`src/rtl/eth_pcs_tx_gearbox_xn.sv`:
```
`default_nettype none
// ============================================================================
//  Module   : eth_pcs_tx_gearbox_xn
//  Purpose  : 10GBASE-R PCS transmit gearbox, 66-bit blocks -> W_PMA-bit
//             PMA words. It sits between the scrambler and the PMA
//             serialiser, emits one word every cycle with no bubbles, and
//             paces the encoder/scrambler through o_clk_en.
//  Ports    : i_clk        - single clock, one PMA word per cycle
//             i_reset      - synchronous, active-high reset
//             i_sync_hdr   - 2-bit sync header, bit 0 transmitted first
//             i_scr_data   - 64-bit scrambled payload, sent after header
//             i_test_prbs  - PRBS31 test-pattern select (PRBS builds only)
//             o_clk_en     - block request, inputs sampled this cycle
//             o_pma_data   - registered PMA word, bit 0 transmitted first
//             o_trans_cnt  - position in the 33-cycle pacing period
//  Params   : W_PMA        - PMA word width, 16, 32 or 64
//  Options  : ETH_PCS_TX_PRBS31_EN - adds the i_test_prbs port and a PRBS31
//             (x^31 + x^28 + 1) pattern generator that can replace the
//             gearbox output.
//  Revision : 1.0 - initial release
// ============================================================================
module eth_pcs_tx_gearbox_xn #(
    parameter int W_PMA = 32
) (
    input  logic             i_clk,
    input  logic             i_reset,
    input  logic [1:0]       i_sync_hdr,
    input  logic [63:0]      i_scr_data,
`ifdef ETH_PCS_TX_PRBS31_EN
    input  logic             i_test_prbs,
`endif
    output logic             o_clk_en,
    output logic [W_PMA-1:0] o_pma_data,
    output logic [5:0]       o_trans_cnt
);

    localparam int W_BLK = 66;
    localparam int P_LEN = 33;
    localparam int W_BUF = W_PMA + W_BLK;

    localparam logic [7:0] c_W_PMA    = 8'(W_PMA);
    localparam logic [7:0] c_FILL_ADV = 8'(W_BLK - W_PMA);
    localparam logic [5:0] c_CNT_LAST = 6'(P_LEN - 1);

    if (W_PMA != 16 && W_PMA != 32 && W_PMA != 64) begin : g_bad_width
        $error("eth_pcs_tx_gearbox_xn: W_PMA must be 16, 32 or 64");
    end

    // ------------------------------------------------------------------
    // Gearbox state. r_buf holds r_fill valid bits LSB-aligned; every bit
    // above r_fill is kept at zero so a new block can simply be OR-ed in.
    // ------------------------------------------------------------------
    logic [7:0]       r_fill;
    logic [W_BUF-1:0] r_buf;
    logic [W_PMA-1:0] r_pma_data;
    logic [5:0]       r_trans_cnt;

    logic             w_req;
    logic [W_BUF-1:0] w_block_ext;
    logic [W_BUF-1:0] w_merged;
    logic [W_PMA-1:0] w_gb_word;
    logic [W_PMA-1:0] w_pma_next;
    logic [7:0]       w_fill_next;

    // Request decision depends only on the fill level, so the upstream
    // encoder never sees a combinational path from its own outputs.
    assign w_req       = (r_fill < c_W_PMA) && !i_reset;
    assign w_block_ext = {{(W_BUF - W_BLK){1'b0}}, i_scr_data, i_sync_hdr};
    assign w_merged    = w_req ? (r_buf | (w_block_ext << r_fill)) : r_buf;
    assign w_gb_word   = w_merged[W_PMA-1:0];
    assign w_fill_next = w_req ? (r_fill + c_FILL_ADV) : (r_fill - c_W_PMA);

`ifdef ETH_PCS_TX_PRBS31_EN
    // ------------------------------------------------------------------
    // PRBS31 generator. Each transmitted bit is the oldest state bit, so an
    // all-ones seed gives 31 leading ones. The LFSR free-runs W_PMA bits per
    // cycle whatever the mode, so switching modes never realigns anything.
    // ------------------------------------------------------------------
    logic [30:0]      r_lfsr;
    logic [30:0]      w_lfsr_next;
    logic [W_PMA-1:0] w_prbs_word;

    function automatic logic [W_PMA+30:0] prbs_advance(input logic [30:0] i_state);
        logic [30:0]      v_state;
        logic [W_PMA-1:0] v_word;
        v_state = i_state;
        v_word  = '0;
        for (int i = 0; i < W_PMA; i++) begin
            v_word[i] = v_state[30];
            v_state   = {v_state[29:0], v_state[30] ^ v_state[27]};
        end
        return {v_state, v_word};
    endfunction

    assign {w_lfsr_next, w_prbs_word} = prbs_advance(r_lfsr);
    assign w_pma_next = i_test_prbs ? w_prbs_word : w_gb_word;

    always_ff @(posedge i_clk) begin
        if (i_reset) begin
            r_lfsr <= '1;
        end else begin
            r_lfsr <= w_lfsr_next;
        end
    end
`else
    assign w_pma_next = w_gb_word;
`endif

    // ------------------------------------------------------------------
    // Shift buffer, output register and pacing counter. A reset drops any
    // partially sent block; the next cycle restarts at fill level zero.
    // ------------------------------------------------------------------
    always_ff @(posedge i_clk) begin
        if (i_reset) begin
            r_fill      <= '0;
            r_buf       <= '0;
            r_pma_data  <= '0;
            r_trans_cnt <= '0;
        end else begin
            r_fill      <= w_fill_next;
            r_buf       <= w_merged >> W_PMA;
            r_pma_data  <= w_pma_next;
            r_trans_cnt <= (r_trans_cnt == c_CNT_LAST) ? 6'd0 : (r_trans_cnt + 6'd1);
        end
    end

    assign o_clk_en    = w_req;
    assign o_pma_data  = r_pma_data;
    assign o_trans_cnt = r_trans_cnt;

endmodule
`default_nettype wire

```
`config.mk`:
```
export PLATFORM = sky130hd
export DESIGN_NAME = eth_pcs_tx_gearbox_xn
export DESIGN_NICKNAME = d
export VERILOG_FILES = /design/src/rtl/eth_pcs_tx_gearbox_xn.sv
export SDC_FILE = /design/constraint.sdc
export NUM_CORES = 1
export LEC_CHECK = 0
export ABC_CLOCK_PERIOD_IN_PS = 4120
export CAP_MARGIN = 20
export CORE_MARGIN = 5
export CORE_UTILIZATION = 35
export DETAILED_ROUTE_END_ITERATION = 10
export SLEW_MARGIN = 20
export SYNTH_ARGS = -nofsm -noshare
export SYNTH_HDL_FRONTEND = slang
export SYNTH_SLANG_ARGS = --single-unit
```
`constraint.sdc`:
```
create_clock -name i_clk -period 4.12 [get_ports i_clk]
set_input_delay 0.412 -clock i_clk [delete_from_list [all_inputs] [get_ports i_clk]]
set_output_delay 0.412 -clock i_clk [all_outputs]
set_load 0.02 [all_outputs]
```
==> summary.txt, run 1 <==
Worst Clk Skew - 0.0143 ns
Clock tree buffer depth - 2
Die X - 152 µm
Synth area leader - dfxtp_1
Initial Util - 35.3%
TritonCTS clock tree - yes
Placed insts - 1100
Global-route wire length before repair - 37900 µm
Switching fraction of total power - 38.1%
Mapped Avg Cell Area - 9.19 µm²
Outcome - finished, final reports clean
Top post-synthesis cells by area - dfxtp_1, mux2i_1, mux4_2
Area grow syn2layout - 21.1%
Register share of total power - 33.3%
Post-synthesis simple-gate area fraction - 13.4%
Min-delay worst type - reg -> reg
Worst Tran Pin Value - 0.897 ns
Clock network fraction of design power - 24.6%
MaxCap Viol Count - 0
Routed vias - 6535
RSZ-0062 raised after global routing - no
Crit Path Class - reg -> out
Total clock sinks - 111
# hold bufs at CTS - 0
Vias per inst - 5.86
Crit Path Max Fanout - 15
ANT nets after route - 0
Max Clk Rate - 364 MHz
Total global routing overflow - 0
GPL Wtd Cong - 0.918
Setup crit end kind - output port
Slew Limit Fails - 0
Setup TNS - 0 ns
IO Port Bufs - 106
Total Wirelength - 25100 µm
Die H - 152 µm
Slowest cell on crit path - clkdlybuf4s50_1
Full die area - 23200 µm²
Synth Cell Area - 7100 µm²
Synth Register Bits - 111
Switching Power - 1.53 mW
Final period util - 66.7%
Min cycle time layout - 2.75 ns
P_leak - 2.99 nW
CP startpoint kind - flip-flop
Most common cell in the netlist - dfxtp_1
Num CTS Buffers - 9
Register area share after synthesis - 31.3%
Slowest stage delay, CP - 0.74 ns
Largest net degree at the start of global routing - 59
Post-Synth XOR/XNOR Area - 0.863%
Syn. warnings - 0
Post-route insts no fill - 1116
Final hold violations - 0
H-tree level count - 3
Post-synth EDFFs - 0
Nets - 915
Worst slew margin - 40.0%
Syn Inst Count - 773
Root Buffer - clkbuf_16
CP arrival - 2.34 ns
Row Count - 52
VDD IR max - 0.000253 V
Post-synth top cells - dfxtp_1, nor2_1, mux2i_1
Layout cells sized above 1 - 14.4%
Comb pwr share - 42.1%
Area share of the largest cell type after synthesis - 31.3%
Initial DRC Count - 644
Synth cell types - 66
Crit-path cells - nor3_2 > nand2_1 > inv_1 > clkdlybuf4s50_1
Internal Dissipation - 2.49 mW
Final setup viols - 0
Worst EP required - 3.71 ns
P per Cell Area - 467 nW/µm²
Gr usage total - 20.9%
Resized Gates After CTS - 0
Most used flip-flop cell after synthesis - dfxtp_1
Diode count - 0
Routed len/inst - 22.5 µm
Post-layout util - 42.8%
Area fraction in compound gates after synthesis - 21.3%
Antenna violations before repair - 0
Clock-pin slew on the worst setup and hold paths - 0.08 ns
Main combinational cell family by area after synthesis - multiplexers
WP buf/inv - 2
IO Pins - 107
Adder-cell area share of the yosys netlist - 1.06%
Mux share of post-synthesis cell area - 26.2%
Delay-heaviest family, CP - buffers and inverters
Insertion delay to the later sink of the worst-skew pair - 0.36 ns
TritonRoute pass-1 iters - 5
Core box area - 20100 µm²
Vias in the first global route - 6302
Post-route DRC - 0
Post-DP HPWL - 18800 µm
Ys async rst share - 0%
Postcts setup bufs - 0
## metrics by stage
step | hold WS, ns | cell area [µm²] | worst slack [ns] | power (mW)
after floorplan | 0.406 | 7110 | 2.30 | 2.44
after global placement | 0.410 | 8270 | 1.50 | 3.03
after detailed placement | 0.417 | 8270 | 1.51 | 3.03
after CTS | 0.434 | 8600 | 1.36 | 4.02
after global routing | 0.438 | 8600 | 1.23 | 4.20
final | 0.429 | 8600 | 1.37 | 4.02
## final timing paths
check	from	cells past startpoint	slack [ns]	to
setup / recovery	r_fill[5]$_SDFF_PP0_	4	1.37	o_clk_en
setup reg to reg	r_fill[2]$_SDFFE_PP0N_	6	1.42	r_buf[3]$_SDFF_PP0_
hold reg to reg	r_buf[12]$_SDFF_PP0_	1	0.43	o_pma_data[12]$_SDFF_PP0_
hold / removal	r_buf[12]$_SDFF_PP0_	1	0.43	o_pma_data[12]$_SDFF_PP0_
## layout by cell type, fill, tap and decap left out, drive strengths merged, types with 3 or more instances in the layout
cell / synthesis / final
nor2b: 7 / 7
a211o: 3 / 3
o22ai: 23 / 23
a32o: 9 / 9
o221ai: 3 / 3
a22oi: 17 / 17
nor2: 70 / 70
ha: 6 / 6
o21ai: 27 / 27
or3: 4 / 4
mux2: 50 / 50
a211oi: 13 / 13
nand4: 3 / 3
mux4: 27 / 27
a21oi: 45 / 45
buf: 40 / 15
nand2b: 10 / 10
o211ai: 4 / 4
a221oi: 6 / 6
nor4: 3 / 3
nand2: 67 / 67
a31oi: 8 / 8
xnor2: 5 / 5
o2bb2ai: 31 / 31
nor3: 12 / 12
inv: 15 / 20
a22o: 8 / 8
or2: 5 / 5
nand3: 11 / 11
and2: 10 / 10
dfxtp: 111 / 111
clkbuf: 25 / 9
mux2i: 68 / 68
clkdlybuf4s50: 0 / 106
## worst register-to-register path, stage by stage (launching register included)
cell	delay, ns
dfxtp_4	0.78
buf_4	0.34
mux4_2	0.54
mux2i_1	0.39
nand2_1	0.10
a31oi_1	0.34
nor2_1	0.09
## routing by layer
metal  global-route usage, %  up-vias  part of all wire [%]
met5                       0        -                     0
met3                    5.48       41                   7.5
met2                    34.7      282                    48
met4                    6.92        0                   3.2
met1                    26.5     3168                    41
li1                        -     3044                     -
## layout make-up
class                   instances  area, µm²
fillers                      1995      11500
well taps                     270        338
clock buffers                   9        225
repair buffers                121       1170
inverters                      15       56.3
multi-input cells             583       4470
clock inverters                 7        109
flip-flops and latches        111       2230
## power groups by stage
stage               Combinational, mW  Clock (mW)  Sequential (mW)
global placement                 1.67           0             1.36
finish                           1.69       0.990             1.34
global route                     1.80        1.04             1.36
detailed placement               1.67           0             1.36
CTS                              1.67        1.01             1.34
floorplan                        1.07           0             1.36
## state kept, by name (all words and copies together), names as in the netlist
register     count
o_pma_data      32
o_trans_cnt      6
r_buf           66
r_fill           7
## logic make-up after synthesis
kind of cell,after synthesis
compound gates,215
simple gates,208
mux,145
flops,111
buf+inv,80
xor+xnor,7
fa+ha+maj,6
other cells,1
No activity file was read; power rests on OpenSTA's default activity.
==> run 2, diff against run 1 <==
--- a/config.mk
+++ b/config.mk
@@ -5,7 +5,7 @@
 export SDC_FILE = /design/constraint.sdc
 export NUM_CORES = 1
 export LEC_CHECK = 0
-export ABC_CLOCK_PERIOD_IN_PS = 4120
+export ABC_CLOCK_PERIOD_IN_PS = 2400
 export CAP_MARGIN = 20
 export CORE_MARGIN = 5
 export CORE_UTILIZATION = 35
==> constraint.sdc (replaced) <==
create_clock -name i_clk -period 2.4 [get_ports i_clk]
set_input_delay 0.24 -clock i_clk [delete_from_list [all_inputs] [get_ports i_clk]]
set_output_delay 0.24 -clock i_clk [all_outputs]
set_load 0.02 [all_outputs]
==> run 2 against run 1 <==
- utilization up 1.8 points
- clock-buffer cell count unchanged
- combinational power up 95%
- clock skew down 0.0030 ns
- total power rose by 74%
- final cell count increased by 4.1%
- global-route usage is 1.8 points higher
- routed wire length rose by 6.7%
- critical path depth is 2 higher
- final area grew 4.3%
- die area did not move
- largest cell class unchanged
- largest power group unchanged
==> summary.txt, run 2 (synthesis results as in run 1) <==
H-tree level count - 3 (unchanged)
Layout cells sized above 1 - 18.8% (+4.4 points)
Outcome - finished, final reports clean
Crit Path Max Fanout - 26 (+11)
Crit Path Class - reg -> reg
Commonest non-fill, non-tap cell in the layout - dfxtp_1
Register share of total power - 32.1% (-1.2 points)
Total global routing overflow - 0 (unchanged)
Routed len/inst - 23.0 µm (+2.5%)
ANT nets after route - 0 (unchanged)
Setup TNS - 0 ns (unchanged)
Area of the multi-input gates - 4470 µm² (unchanged)
Worst Clk Skew - 0.0113 ns (-0.00303 ns)
Post-route DRC - 0 (unchanged)
Root Buffer - clkbuf_16
Largest net degree at the start of global routing - 58 (-1.7%)
Worst reg2reg path endpoint - r_buf[3]$_SDFF_PP0_
CP Launch Point - r_fill[2]$_SDFFE_PP0N_
IO Port Bufs - 106 (unchanged)
Slew Limit Fails - 0 (unchanged)
CP arrival - 2.56 ns (+0.22 ns)
Switching Power - 2.73 mW (+78%)
Hold_ws - 0.429 ns (-0.000130 ns)
DR WL met3 - 1600 µm (-16%)
Routed met2 length - 12400 µm (+3.6%)
Initial Util - 35.3% (unchanged)
Antenna violations before repair - 0 (unchanged)
Beginning of the worst hold path - r_buf[4]$_SDFF_PP0_
Final period util - 96.5%
Fillcell total - 1944 (-2.6%)
Highest metal used - met4
Clock-pin slew on the worst setup and hold paths - 0.08 ns (about the same)
Worst Tran Pin Value - 0.821 ns (-0.0765 ns)
Hold EP - o_pma_data[4]$_SDFF_PP0_
Gr usage total - 22.7% (+1.8 points)
P per Cell Area - 781 nW/µm² (+67%)
IO Pins - 107 (unchanged)
Global-route wire length before repair - 41200 µm (+8.7%)
Max Clk Rate - 432 MHz
Die X - 152 µm (unchanged)
VDD IR max - 0.000359 V (+42%)
Post-DP HPWL - 20700 µm (+9.9%)
MaxCap Viol Count - 0 (unchanged)
Post-route cell area - 8970 µm² (+4.3%)
Switching fraction of total power - 39.0% (+0.84 points)
Placed inst area - 8670 µm² (+4.9%)
TritonRoute pass-1 iters - 5 (unchanged)
Internal Dissipation - 4.28 mW (+72%)
Die H - 152 µm (unchanged)
Num CTS Buffers - 9 (unchanged)
Routed vias - 6707 (+2.6%)
# hold bufs at CTS - 0 (unchanged)
Post-layout util - 44.6% (+1.8 points)
Insertion delay to the later sink of the worst-skew pair - 0.36 ns (about the same)
Setup crit end kind - flip-flop
Core box area - 20100 µm² (unchanged)
P_leak - 3.22 nW (+7.7%)
Clock network fraction of design power - 21.0% (-3.6 points)
Worst slew margin - 44.6% (+4.6 points)
Vias in the first global route - 6612 (+4.9%)
Row Count - 52 (unchanged)
R2r setup slk - 0.08 ns (-1.34 ns)
Critical R2R Launch - r_fill[2]$_SDFFE_PP0N_
Comb pwr share - 46.9% (+4.8 points)
Routed length on met1 - 11700 µm (+12%)
Min cycle time layout - 2.32 ns
Hold depth - 1 (unchanged)
Commonest non-fill, non-tap cells in the layout - dfxtp_1, clkdlybuf4s50_1, nor2_1
CP startpoint kind - flip-flop
Full die area - 23200 µm² (unchanged)
Max reg flops - 66 (unchanged)
Worst EP required - 2.64 ns (-1.07 ns)
Vias per inst - 5.77 (-1.4%)
Area grow syn2layout - 26.3%
TritonCTS clock tree - yes
Nets - 961 (+5.0%)
Diode count - 0 (unchanged)
Min-delay worst type - reg -> reg
Register Area - 2230 µm² (unchanged)
Final hold violations - 0 (unchanged)
R2R cell count - 6 (unchanged)
Initial DRC Count - 508 (-21%)
Biggest register - r_buf
Total Wirelength - 26700 µm (+6.7%)
GPL Wtd Cong - 0.936 (+1.9%)
Final setup viols - 0 (unchanged)
RSZ-0062 raised after global routing - no
Total clock sinks - 111 (unchanged)
Clock tree buffer depth - 2 (unchanged)
-- run 2: cell types whose count changed in the layout (fill, tap and decap cells not counted), sizes merged --
cell,before,now
buf,15,61
bufinv,2,0
clkdlybuf4s50,106,105
clkinv,0,3
clkinvlp,0,2
dlymetal6s2s,0,1
inv,20,17
-- run 2: per-stage QoR --
| step | setup slack [ns] | std cells | power, mW |
|---|---|---|---|
| 3_5_place_dp | 0.177 | 1146 | 5.55 |
| 6_report | 0.0833 | 1162 | 7.01 |
| 2_1_floorplan | 0.583 | 774 | 4.19 |
| 3_3_place_gp | 0.189 | 1146 | 5.55 |
| 4_1_cts | 0.0770 | 1162 | 7.03 |
| 5_1_grt | 0.00741 | 1162 | 7.36 |
-- run 2: worst max path at each step --
stage                     cells after the start                    to  slack, ns
after floorplan                               6  r_buf[18]$_SDFF_PP0_       0.58
after global placement                        6   r_buf[3]$_SDFF_PP0_       0.19
after detailed placement                      6   r_buf[3]$_SDFF_PP0_       0.18
after CTS                                     4              o_clk_en       0.08
after global routing                          6   r_buf[3]$_SDFF_PP0_      0.007
final                                         6   r_buf[3]$_SDFF_PP0_       0.08
-- run 2: area by class of cell --
cell class                      count  share of cell area, %
Clock buffer                        9                   2.51
Clock inverter                      7                  0.753
Inverter                           15                  0.628
Multi-Input combinational cell    583                   49.8
Sequential cell                   111                   24.9
Tap cell                          270                   3.77
Timing Repair Buffer              167                   17.7
-- run 2: repair_timing --
item / 4_1_cts / 5_1_grt
buffers inserted: 0 / 0
resized for setup: 0 / 1
setup endpoints to repair: 0 / 1
-- run 2: power by group through the flow --
stage	registers [mW]	logic [mW]	clock network, mW
3_3_place_gp	2.29	3.26	0
3_5_place_dp	2.29	3.25	0
4_1_cts	2.25	3.26	1.52
6_report	2.25	3.29	1.47
2_1_floorplan	2.34	1.84	0
5_1_grt	2.28	3.48	1.60
-- run 2: layer usage --
| layer | vias up | GRT usage (%) |
|---|---|---|
| li1 | 3132 | - |
| met1 | 3228 | 30.4 |
| met2 | 293 | 36.6 |
| met3 | 54 | 4.12 |
| met4 | 0 | 8.32 |
| met5 | - | 0 |
-- run 2: critical path, stage by stage (launching register included) --
cell and delay, ns:
dfxtp_4 0.63, buf_4 0.31, mux4_2 0.53, mux2i_1 0.32, nand2_1 0.11, a31oi_1 0.22
nor2_1 0.06
